--- config.mk ---
export PLATFORM = sky130hd
export DESIGN_NAME = char_input_queue
export DESIGN_NICKNAME = d
export VERILOG_FILES = /design/src/rtl/char_queue_pkg.sv /design/src/rtl/sync_2ff.sv /design/src/rtl/char_input_queue.sv
export SDC_FILE = /design/constraint.sdc
export NUM_CORES = 1
export LEC_CHECK = 0
export ABC_CLOCK_PERIOD_IN_PS = 2700
export BUFFER_PORTS_ARGS = -buffer_cell sky130_fd_sc_hd__buf_4
export CAP_MARGIN = 20
export CORE_MARGIN = 3
export CORE_UTILIZATION = 40
export CTS_CLUSTER_SIZE = 20
export DETAILED_ROUTE_END_ITERATION = 7
export PLACE_DENSITY = 0.68
export SLEW_MARGIN = 5
export SYNTH_ARGS = -nofsm -noshare
export SYNTH_HDL_FRONTEND = slang
export SYNTH_SLANG_ARGS = --single-unit
--- constraint.sdc ---
create_clock -name clk -period 2.7 [get_ports clk]
set_input_delay 0.27 -clock clk [delete_from_list [all_inputs] [get_ports clk]]
set_output_delay 0.27 -clock clk [all_outputs]
set_load 0.02 [all_outputs]
--- src/rtl/char_queue_pkg.sv ---
// Shared types and constants for the debounced character input queue.
package char_queue_pkg;

  localparam int unsigned CHAR_W            = 7;
  localparam int unsigned DEPTH_DEFAULT     = 4;
  localparam int unsigned DEB_TICKS_DEFAULT = 3;
  localparam int unsigned TICK_W            = 4;

  typedef enum logic [1:0] {
    ST_LOW      = 2'd0,
    ST_ARM_HIGH = 2'd1,
    ST_HIGH     = 2'd2,
    ST_ARM_LOW  = 2'd3
  } deb_state_e;

  // Raw pin bundle carried through the synchronizer as one bus
  typedef struct packed {
    logic              strobe;
    logic [CHAR_W-1:0] ch;
  } raw_in_t;

endpackage

--- src/rtl/sync_2ff.sv ---
// Two-flop synchronizer for asynchronous inputs, async active-low reset.
module sync_2ff #(
  parameter int unsigned WIDTH = 1
) (
  input  logic             clk,
  input  logic             rst_n,
  input  logic [WIDTH-1:0] d,
  output logic [WIDTH-1:0] q
);

  logic [WIDTH-1:0] meta;

  always_ff @(posedge clk or negedge rst_n) begin
    if (!rst_n) begin
      meta <= '0;
      q    <= '0;
    end else begin
      meta <= d;
      q    <= meta;
    end
  end

endmodule

--- src/rtl/char_input_queue.sv ---
// Debounces a bouncy character strobe and queues the characters for a consumer.
module char_input_queue
  import char_queue_pkg::*;
#(
  parameter int unsigned DEPTH     = DEPTH_DEFAULT,
  parameter int unsigned DEB_TICKS = DEB_TICKS_DEFAULT
) (
  input  logic                       clk,
  input  logic                       rst_n,
  input  logic                       strobe_in,
  input  logic [CHAR_W-1:0]          char_in,
  input  logic                       deb_tick,
  input  logic                       clear_ovf,
  output logic                       char_valid,
  output logic [CHAR_W-1:0]          char_data,
  input  logic                       char_ready,
  output logic [$clog2(DEPTH+1)-1:0] count,
  output logic                       overflow
);

  localparam int unsigned PTR_W = $clog2(DEPTH);
  localparam int unsigned CNT_W = $clog2(DEPTH + 1);

  raw_in_t raw;
  raw_in_t syn;

  assign raw = {strobe_in, char_in};

  sync_2ff #(.WIDTH($bits(raw_in_t))) u_sync (
    .clk   (clk),
    .rst_n (rst_n),
    .d     (raw),
    .q     (syn)
  );

  // Debounce FSM
  deb_state_e        state, state_nxt;
  logic [TICK_W-1:0] tick_cnt, tick_nxt, tick_inc;
  logic              last_tick_c;
  logic              press_c;

  assign tick_inc    = tick_cnt + TICK_W'(1);
  assign last_tick_c = (tick_inc == TICK_W'(DEB_TICKS));

  always_ff @(posedge clk or negedge rst_n) begin
    if (!rst_n) begin
      state    <= ST_LOW;
      tick_cnt <= '0;
    end else begin
      state    <= state_nxt;
      tick_cnt <= tick_nxt;
    end
  end

  always_comb begin
    state_nxt = state;
    tick_nxt  = tick_cnt;
    press_c   = 1'b0;
    case (state)
      ST_LOW: begin
        if (syn.strobe) begin
          state_nxt = ST_ARM_HIGH;
          tick_nxt  = '0;
        end
      end
      ST_ARM_HIGH: begin
        if (!syn.strobe) begin
          state_nxt = ST_LOW;
        end else if (deb_tick) begin
          if (last_tick_c) begin
            state_nxt = ST_HIGH;
            tick_nxt  = '0;
            press_c   = 1'b1;
          end else begin
            tick_nxt = tick_inc;
          end
        end
      end
      ST_HIGH: begin
        if (!syn.strobe) begin
          state_nxt = ST_ARM_LOW;
          tick_nxt  = '0;
        end
      end
      ST_ARM_LOW: begin
        if (syn.strobe) begin
          state_nxt = ST_HIGH;
        end else if (deb_tick) begin
          if (last_tick_c) begin
            state_nxt = ST_LOW;
            tick_nxt  = '0;
          end else begin
            tick_nxt = tick_inc;
          end
        end
      end
      default: begin
        state_nxt = ST_LOW;
        tick_nxt  = '0;
      end
    endcase
  end

  // FIFO
  logic [CHAR_W-1:0] mem [DEPTH];
  logic [PTR_W-1:0]  head, tail, head_nxt, tail_nxt;
  logic [CNT_W-1:0]  count_nxt;
  logic [CHAR_W-1:0] data_nxt;
  logic              ovf_nxt;
  logic              pop_c, full_c, push_ok_c, drop_c;

  assign pop_c     = char_valid & char_ready;
  assign full_c    = (count == CNT_W'(DEPTH));
  assign push_ok_c = press_c & (~full_c | pop_c);
  assign drop_c    = press_c & full_c & ~pop_c;

  always_comb begin
    head_nxt  = head;
    tail_nxt  = tail;
    count_nxt = count;
    ovf_nxt   = overflow;
    if (pop_c) begin
      head_nxt = head + PTR_W'(1);
    end
    if (push_ok_c) begin
      tail_nxt = tail + PTR_W'(1);
    end
    if (push_ok_c && !pop_c) begin
      count_nxt = count + CNT_W'(1);
    end else if (!push_ok_c && pop_c) begin
      count_nxt = count - CNT_W'(1);
    end
    if (drop_c) begin
      ovf_nxt = 1'b1;
    end else if (clear_ovf) begin
      ovf_nxt = 1'b0;
    end
    // A push landing on the new head slot only happens into an otherwise empty queue
    if (push_ok_c && (head_nxt == tail)) begin
      data_nxt = syn.ch;
    end else begin
      data_nxt = mem[head_nxt];
    end
  end

  always_ff @(posedge clk) begin
    if (push_ok_c) begin
      mem[tail] <= syn.ch;
    end
  end

  always_ff @(posedge clk or negedge rst_n) begin
    if (!rst_n) begin
      head       <= '0;
      tail       <= '0;
      count      <= '0;
      char_valid <= 1'b0;
      char_data  <= '0;
      overflow   <= 1'b0;
    end else begin
      head       <= head_nxt;
      tail       <= tail_nxt;
      count      <= count_nxt;
      char_valid <= (count_nxt != '0);
      char_data  <= data_nxt;
      overflow   <= ovf_nxt;
    end
  end

endmodule

Word-level counts from Yosys, hierarchy flattened
Memory sizes are Yosys's and may differ from the RTL's. A register that Yosys moved wholly into a read port is not among the register bits.
Cells that the tools add are included.
W data, S select, Z words.
{"block": "totals", "out_inout_bits": 12, "ramBits": 28, "in_bits": 13, "reg_bits": 31, "elab_cells": 72, "mem_count": 1}
{"block": "classes", "n_mux": 27, "addsub": 5, "bitwise": 7, "reduce_logical": 10, "eq_ne": 13}
{"name": "mem", "depth": 4, "word_bits": 7, "read_ports": 1, "rd_ports_with_merged_regs": 1, "wr": 1, "line": "char_input_queue.sv:105", "source": "logic [CHAR_W-1:0] mem [DEPTH];"}
{"operator": "$mux W4", "count": 6}
{"operator": "$mux W2", "count": 9}
{"operator": "$pmux W4 S4", "count": 1}
{"operator": "$mux W1", "count": 8}
{"operator": "$pmux W2 S4", "count": 1}
{"operator": "$mux W3", "count": 2}
{"operator": "$ne A3 B2 Y1 const B", "count": 2}
{"operator": "$ne A3 B3 Y1 const B", "count": 2}
{"operator": "$reduce_and A6 Y1", "count": 1}
{"operator": "$add A2 B1 Y2 const B", "count": 2}
{"operator": "$add A4 B1 Y4 const B", "count": 1}
{"operator": "$and A1 B1 Y1", "count": 4}
{"operator": "$eq A2 B2 Y1 const B", "count": 2}
{"operator": "$eq A4 B2 Y1 const B", "count": 1}
{"operator": "$ne A2 B1 Y1 const B", "count": 2}
{"operator": "$ne A2 B2 Y1 const B", "count": 2}
{"operator": "$reduce_and A4 Y1", "count": 1}
{"operator": "$add A3 B1 Y3 const B", "count": 1}
{"operator": "$eq A3 B3 Y1 const B", "count": 1}
{"operator": "$logic_not A1 Y1", "count": 3}
{"operator": "$reduce_bool A3 Y1", "count": 1}
{"operator": "$sub A3 B1 Y3 const B", "count": 1}
{"operator": "$eq A2 B1 Y1 const B", "count": 1}
{"operator": "$logic_and A1 B1 Y1", "count": 2}
{"operator": "other kinds (4)", "count": 5}

Longest topological paths before layout
Gate-level depths: netlist of the first run.
{"block": "logic_depth", "word_depth": 12, "ltp_mapped": 7, "depth_no_buf": 7}

Modules after synthesis
From an unflattened synthesis of the first run, not the netlist that was laid out.
{"block": "unflattened", "cells_unflattened": 218, "hier_area_um2": 2917.8}
{"mod": "char_input_queue", "area_each_um2": 2517.4, "seq_area_each_um2": 1391.3, "n_inst": 1, "cells_each": 202}
{"mod": "sync_2ff", "area_each_um2": 400.4, "seq_area_each_um2": 400.4, "n_inst": 1, "cells_each": 16}

Worst setup path after synthesis of the first run
No wires, ideal clock.
{"block": "synth_timing", "kind": "register to register", "from": "register tick_cnt[0] (netlist name)", "to": "register char_data[0], read port of mem", "n_path_buf": 0, "t_arrival_ns": 1.962, "setup_time_ns": 0.125, "slack_ns": 0.613, "required_time_ns": 2.575, "period_less_slack_ns": 2.087, "stages_incl_launch_ff": 8, "cell_sequence": "dfrtp_1 > inv_1 > ha_1 > nand2_1 > or3_4 > nor3_4 > a21boi_4 > mux2_2"}
{"element": "end: declaration", "line": "char_input_queue.sv:15", "source": "output logic [CHAR_W-1:0] char_data,"}

==> metrics, run 1 <==
status=finished, final reports clean; number of global-route vias before repair=1820; Final min period=2320 ps; detailed-route DRC error count=0; hold-critical path depth=1; syn_area_per_cell=12.6 um2; syn_nets=256; root buffer cell=clkbuf_8; Finished Layout Cells=around 360; R2R setup slack=380 ps; GP Congestion=0.844; Initial Util=42.3%; Avg WL per Cell=roughly 15 um; dpl cells=347; hpwl dp=3490 um; Critical R2R Capture=char_data[5]; HP Class=in2reg; post-route ant nets=0; MaxCap Viol Count=0; TritonCTS buffer count=9; critical hold path startpoint=char_in[2]; TritonCTS clock tree=done; area grow syn2layout=17.1%; Mapped Area=roughly 3000 um2; RR Startpoint=tick_cnt[0]; delay-heaviest family, CP=simple AND/OR/NAND/NOR gates; clk sinks=66; Die H=92.0 um; CP max stage delay=450 ps; most numerous cell in the Yosys netlist=dfrtp_1; sequential area share after synthesis=between 60% and 70%; Die W=92.0 um; wire length of the first global-routing pass=8790 um; Final Hold Fails=0; wirelength, routed=5310 um; setup repair after global routing missed its margin=no; fillers=641; Die Footprint=roughly 8500 um2; number of synthesized flops with an enable pin=28; core footprint=roughly 7000 um2; yosys warns=0; Arrival @ worst endpoint=~2500 ps; largest area contributor in the synthesized netlist=dfrtp_1; CP Max Fanout=8; Pins Over Slew Limit=0; post-synth top area share=32.2%; peak supply drop=0.387 mV; CP Cell Sequence=ha_1 > nor3_1 > a41oi_1 > nor3_4 > a21boi_4 > mux2_2; Async S/R FF share, synth=between 50% and 60%; layout cell share with drive strength beyond 1=22.0%; Site Rows=30; total congestion overflow=0; Final Setup Violations=0; CP bufs+invs=0; Fin Clk Skew=8.88 ps; worst slew pin tran=499 ps; DR pass1 iterations=4; GRT Resource Usage Total=13.6%; Post-Route Setup TNS=0 ps; Skew-Pair Late Insertion Delay=330 ps; largest net degree at the start of global routing=39; Bufs on Longest Clock Path=2; total number of vias=between 1500 and 2000; top_reg_cell synth=dfrtp_1; io pins=25; Pwr Density=978 nW/um2; H-tree Lvls=3; Rel. slew slack=between 60% and 70%; top cells by count, synth=38 x dfrtp_1, 28 x edfxtp_1, 14 x nand2_1, 14 x nor2_1, 11 x nor3_1; initial antenna violation count=0; clock-pin transition on the worst setup and hold timing paths=70 ps; CP Class=reg2reg; DR iter-0 viols=99; Nets=approximately 290; Post-Synthesis Cells=234; f_max=430 MHz; Reg2Reg Depth=6; Static Leak=1.40 nW; Critical Path RT=2910 ps; Synth area leaders=dfrtp_1 32%, edfxtp_1 28%, ha_1 3.8%; #FFs+latches synth=66; PortBufs=24; crit share post-route=86.1%; Cell variety after synth=44; ANT cells=0; Setup crit start=tick_cnt[0]; cell with the largest stage delay on the worst path=dfrtp_1; Worst Hold End=u_sync.meta[2]; mean number of vias per cell=5.32; crit path launch type=register; Critical Path End Type=register
final cells by class:
cell class                      instances  area, um2  share of cell area, %
Tap cell                               96        120                   3.47
Sequential cell                        66       1790                   51.8
Clock buffer                           13        159                   4.59
Inverter                                9       33.8                  0.976
Timing Repair Buffer                   29        233                   6.72
Clock inverter                          3       38.8                   1.12
Multi-Input combinational cell        148       1090                   31.4
per-layer routing:
metal	wire [um]	track usage [%]	vias up
met5	0	0	-
li1	-	-	928
met3	253	4.27	9
met1	2490	17.9	949
met2	2450	20.7	50
met4	105	5.57	0
report_power, final:
group / total (mW) / switching, mW / internal [mW]
combinational: 1.19 / 0.646 / 0.548
clock: 0.809 / 0.336 / 0.473
sequential: 1.38 / 0.179 / 1.20
through the flow:
step | instance area [um2] | hold WS [ps] | power [mW] | util (%) | setup slack (ps)
finish | 3460 | 41.3 | 3.38 | 49.6 | 376
global route | 3460 | 21.0 | 3.62 | 49.6 | 233
CTS | 3460 | 28.2 | 3.41 | 49.6 | 375
detailed placement | 3250 | 283 | 2.59 | 46.6 | 407
global placement | 3250 | 276 | 2.56 | 46.6 | 456
floorplan | 2960 | -25.6 | 2.24 | - | 613
worst max-delay path by stage:
| stage | to | slack (ps) | depth (start not counted) |
|---|---|---|---|
| after floorplan | char_data[0] | 610 | 7 |
| after CTS | char_data[4] | 370 | 6 |
| after global placement | char_data[0] | 460 | 7 |
| after global routing | char_data[4] | 230 | 6 |
| after detailed placement | char_data[6] | 410 | 6 |
| final | char_data[5] | 380 | 6 |
flip-flops by register name, indices dropped and copies added, names as in the netlist, named ones only:
| name | flops |
|---|---|
| mem | 28 |
| u_sync.meta | 8 |
| u_sync.q | 8 |
| char_data | 7 |
| tick_cnt | 4 |
| count | 3 |
| head | 2 |
| tail | 2 |
| char_valid | 1 |
| overflow | 1 |
| state | 1 |
cell usage in the layout, fill, tap and decap left out, types with 4 or more instances in the layout:
cell,netlist,layout
a211o_1,6,6
a21oi_1,7,7
a22oi_1,6,6
and2_2,4,4
buf_4,0,27
clkbuf_8,0,11
dfrtp_1,38,38
edfxtp_1,28,28
ha_1,9,9
inv_1,9,9
mux2_2,8,8
mux2i_1,8,8
nand2_1,14,14
nand3b_1,8,8
nor2_1,14,14
nor3_1,11,11
o21ai_0,8,8
o311ai_0,6,6
xnor2_1,8,8
what timing repair did:
| item | CTS | global route |
|---|---|---|
| resized for setup | 0 | 0 |
| setup buffers | 0 | 0 |
| setup endpoints to repair | 0 | 0 |
| hold buffers | 1 | 0 |
| hold endpoints to repair | 38 | 0 |
kinds of logic after synthesis:
logic type | after synthesis | synth area share [%]
flip-flops | 66 | 60.6
buffers and inverters | 20 | 2.62
multiplexers | 16 | 5.76
XOR/XNOR | 9 | 2.67
adder cells (fa/ha/maj) | 9 | 3.81
AND/OR/NAND/NOR | 62 | 11.3
AO/OA/AOI/OAI | 52 | 13.3
No activity file was read; power rests on OpenSTA's default activity.
==> run 2, diff against run 1 <==
--- a/config.mk
+++ b/config.mk
@@ -8,10 +8,12 @@
 export ABC_CLOCK_PERIOD_IN_PS = 2700
 export BUFFER_PORTS_ARGS = -buffer_cell sky130_fd_sc_hd__buf_4
 export CAP_MARGIN = 20
+export CORE_ASPECT_RATIO = 0.6
 export CORE_MARGIN = 3
 export CORE_UTILIZATION = 40
 export CTS_CLUSTER_SIZE = 20
 export DETAILED_ROUTE_END_ITERATION = 7
+export GPL_TIMING_DRIVEN = 0
 export PLACE_DENSITY = 0.68
 export SLEW_MARGIN = 5
 export SYNTH_ARGS = -nofsm -noshare
==> metrics, run 2 (synthesis results as in run 1) <==
fillers=600; met2 GRT Util=19.2%; crit share post-route=88.0%; Final Setup Violations=0; Worst Setup Slack, final=323 ps; f_max=421 MHz; total congestion overflow=0; clock-pin transition on the worst setup and hold timing paths=roughly 50 ps; PortBufs=24; R2R setup slack=between 300 and 400 ps; Nets=292; io pins=25; ANT cells=0; number of global-route vias before repair=1778; HP Class=in2reg; area grow syn2layout=20.6%; Hold Worst Slack=42.3 ps; core footprint=about 6900 um2; pre-CTS setup slack=311 ps; DR pass1 iterations=4; GRT met1 Usage=22.1%; GP Congestion=0.829; GRT Resource Usage Total=15.1%; Bufs on Longest Clock Path=2; TritonCTS buffer count=9; postcts setup bufs=0; cell with the largest stage delay on the worst path=dfrtp_1; post-route ant nets=0; Initial Util=42.8%; Fin Clk Skew=5.85 ps; hpwl dp=3930 um; most flop-heavy register=mem; wire length of the first global-routing pass=9180 um; peak supply drop=slightly above 0.4 mV; Critical Path End Type=register; Die Footprint=8490 um2; Pins Over Slew Limit=0; status=finished, final reports clean; Die H=slightly above 70 um; most common cell after layout, fill and taps aside=dfrtp_1; total number of vias=1929; Rel. slew slack=53.5%; CP Class=reg2reg; worst slew pin tran=697 ps; H-tree Lvls=3; Static Leak=roughly 1.4 nW; max reg flops=28; layout cell share with drive strength beyond 1=21.1%; crit path launch type=register; Final min period=between 2000 and 2500 ps; Skew-Pair Late Insertion Delay=330 ps; largest net degree at the start of global routing=39; detailed-route DRC error count=0; Arrival @ worst endpoint=between 2000 and 3000 ps; CP bufs+invs=1; clk sinks=66; root buffer cell=clkbuf_16; setup repair after global routing missed its margin=no; biggest regs=mem: 28 flops, u_sync.meta: 8 flops, u_sync.q: 8 flops; Post-Route Setup TNS=0 ps; Site Rows=23; CP Max Fanout=8; GRT busiest layer=met1; post-layout instance area=~3600 um2; Avg WL per Cell=16.0 um; initial antenna violation count=0; Critical Path RT=~2900 ps; DR iter-0 viols=about 160; Die W=about 120 um; wirelength, routed=5780 um; CP Cell Sequence=inv_1 > ha_1 > nand2_1 > or3_4 > nor3_4 > a21boi_4 > mux2_2; mean number of vias per cell=5.33; Pwr Density=1060 nW/um2; MaxCap Viol Count=0; highest-count cells in the layout ignoring fill and taps=38 x dfrtp_1, 28 x edfxtp_1, 24 x buf_4; delay-heaviest family, CP=simple AND/OR/NAND/NOR gates; met3 GRT Util=6.46%; Final Hold Fails=0; placed inst area=3240 um2; CP max stage delay=roughly 440 ps; TritonCTS clock tree=done
-- run 2: cell types whose count changed in the layout (fill, tap and decap cells not counted) --
cell,change
buf_12,-1
buf_2,+2
buf_4,-3
clkbuf_1,+9
clkbuf_16,+9
clkbuf_8,-8
clkinv_1,-1
-- run 2: area by class of cell --
class                           instances  area (um2)  area share, %
Clock buffer                           14         274           7.69
Multi-Input combinational cell        148        1090           30.5
Inverter                                9        33.8          0.948
Clock inverter                          2        35.0          0.983
Tap cell                               87         109           3.05
Sequential cell                        66        1790           50.3
Timing Repair Buffer                   25         190           5.34
Buffer                                 11        43.8           1.23
-- run 2: what timing repair did --
| item | CTS | global route |
|---|---|---|
| hold buffers | 1 | 0 |
| hold endpoints to repair | 38 | 0 |
| gates resized for setup | 0 | 0 |
-- run 2: power by group --
part	leakage [nW]	internal (mW)	switching, mW
Combinational	0.594	0.545	0.731
Clock	0.153	0.788	0.392
Sequential	0.702	1.20	0.131
-- run 2: final timing paths --
check | end | startpoint | cells past startpoint
min in group asynchronous | count[0] | rst_n | 2
max | char_data[2] | tick_cnt[0] | 7
max reg2reg | char_data[2] | tick_cnt[0] | 7
min reg2reg | u_sync.q[4] | u_sync.meta[4] | 0
max in group asynchronous | u_sync.q[4] | rst_n | 2
min | u_sync.meta[6] | char_in[6] | 1
-- run 2: stage by stage --
stage	cells	util (%)	power, mW
2_1_floorplan	234	-	2.24
3_3_place_gp	345	47.0	2.60
3_5_place_dp	345	47.0	2.63
4_1_cts	362	51.6	3.82
5_1_grt	362	51.6	4.04
6_report	362	51.6	3.79
-- run 2: worst reg2reg max path: stages (launching register included) --
cell      delay (ps)
dfrtp_1          440
inv_1             80
ha_1             170
nand2_1           70
or3_4            360
nor3_4           320
a21boi_4         410
mux2_2           390
-- run 2: layer usage --
metal,vias to the layer above,routed length [um]
met4,0,93
met5,-,0
li1,938,-
met3,11,466
met1,924,2950
met2,56,2270
==> run 3, diff against run 2 <==
--- a/config.mk
+++ b/config.mk
@@ -14,6 +14,7 @@
 export CTS_CLUSTER_SIZE = 20
 export DETAILED_ROUTE_END_ITERATION = 7
 export GPL_TIMING_DRIVEN = 0
+export HOLD_SLACK_MARGIN = 0.05
 export PLACE_DENSITY = 0.68
 export SLEW_MARGIN = 5
 export SYNTH_ARGS = -nofsm -noshare
==> metrics, run 3 (synthesis results as in run 1) <==
status=finished, final reports clean; postcts setup bufs=0; HP Class=in2reg; Worst Setup Slack, final=between 300 and 400 ps; crit share post-route=between 80% and 90%; peak supply drop=~0.41 mV; Nets=300; placed inst area=about 3200 um2; most common cell after layout, fill and taps aside=dfrtp_1; Pins Over Slew Limit=0; Arrival @ worst endpoint=2600 ps; clock share of power=~31%; post_cts resized=0; layout cell share with drive strength beyond 1=20.5%; Setup crit start=tick_cnt[0]; DR iter-0 viols=148; highest-count cells in the layout ignoring fill and taps=38 x dfrtp_1, 28 x edfxtp_1, 24 x buf_4; post-layout instance area=3640 um2; Fin Clk Skew=5.85 ps; Pwr Density=1040 nW/um2; MaxCap Viol Count=0; PortBufs=24; quantity of hold-fixing buffers added after cts=9; total congestion overflow=0; total number of vias=a little under 2000; CP Class=reg2reg; Comb power frac=33.8%; wire length of the first global-routing pass=9230 um; Skew-Pair Late Insertion Delay=around 330 ps; mean number of vias per cell=approximately 5.3; ANT cells=0; clk sinks=66; Static Leak=1.48 nW; root buffer cell=clkbuf_16; GP Congestion=0.829; wirelength, routed=5840 um; dpl cells=345; RR Startpoint=tick_cnt[0]; Setup crit end=char_data[2]; post-route ant nets=0; Final min period=2390 ps; H-tree Lvls=3; Switching Share=roughly a third; TritonCTS clock tree=done; number of global-route vias before repair=1787; Reg2Reg Depth=6; Rel. slew slack=52.9%; Die H=slightly above 70 um; max reg flops=28; crit path launch type=register; Post-Route Setup TNS=0 ps; Critical R2R Capture=char_data[2]; Site Rows=23; Final Setup Violations=0; initial antenna violation count=0; detailed-route DRC error count=0; Bufs on Longest Clock Path=2; largest net degree at the start of global routing=39; f_max=about 420 MHz; Die W=approximately 120 um; Finished Layout Cells=370; area grow syn2layout=23.3%; pre-CTS setup slack=311 ps; GRT Resource Usage Total=15.1%; Critical Path RT=2910 ps; hpwl dp=3930 um; core footprint=6910 um2; setup repair after global routing missed its margin=no; Die Footprint=8490 um2; worst slew pin tran=about 710 ps; io pins=25; CP Max Fanout=8; Psw=1.26 mW; clock-pin transition on the worst setup and hold timing paths=roughly 50 ps; most flop-heavy register=mem; Avg WL per Cell=between 15 and 20 um; sequential share of power=35.1%; Final Hold Fails=0; Initial Util=between 40% and 50%; R2R setup slack=310 ps; TritonCTS buffer count=9; DR pass1 iterations=4; internal power=2.54 mW; biggest regs=mem: 28 flops, u_sync.meta: 8 flops, u_sync.q: 8 flops; Critical Path End Type=register; Hold Worst Slack=232 ps
-- run 3: cell count changes in the layout (fill, tap and decap cells not counted), sizes merged --
cell         delta
dlygate4sd3     +8
-- run 3: layer usage --
metal / GRT usage (%) / vias up / routed length, um
li1: - / 952 / -
met5: 0 / - / 0
met1: 22.2 / 926 / 2960
met3: 6.46 / 9 / 480
met4: 6.49 / 0 / 86
met2: 19.3 / 63 / 2310
-- run 3: power by group through the flow --
| stage | logic [mW] | registers (mW) | clock network, mW |
|---|---|---|---|
| detailed placement | 1.27 | 1.35 | 0 |
| global route | 1.43 | 1.36 | 1.26 |
| global placement | 1.25 | 1.35 | 0 |
| floorplan | 0.813 | 1.42 | 0 |
| finish | 1.29 | 1.34 | 1.18 |
| CTS | 1.29 | 1.34 | 1.20 |
-- run 3: worst min-delay path by stage --
stage / depth (start not counted) / from / endpoint / slack [ps]
floorplan: 0 / rst_n / async pin / -30
global placement: 1 / rst_n / count[0] / 280
detailed placement: 1 / rst_n / char_data[2] / 280
CTS: 3 / clear_ovf / overflow / 220
global route: 3 / clear_ovf / overflow / 240
finish: 3 / clear_ovf / overflow / 230
-- run 3: area by class of cell --
class	count	area, um2
Inverter	9	33.8
Tap cell	87	109
Timing Repair Buffer	33	270
Clock inverter	2	35.0
Multi-Input combinational cell	148	1090
Fill cell	592	3260
Buffer	11	43.8
Sequential cell	66	1790
Clock buffer	14	274
-- run 3: worst max-delay path: stages (launching register included) --
cell and delay (ps):
dfrtp_1 440, ha_1 270, nor3_1 260, a41oi_1 140
nor3_4 340, a21boi_4 420, mux2_2 390
-- run 3: per-stage QoR --
step                power, mW  utilization, %
floorplan                2.24               -
global placement         2.60            47.0
detailed placement       2.63            47.0
CTS                      3.83            52.8
global route             4.04            52.8
finish                   3.80            52.8
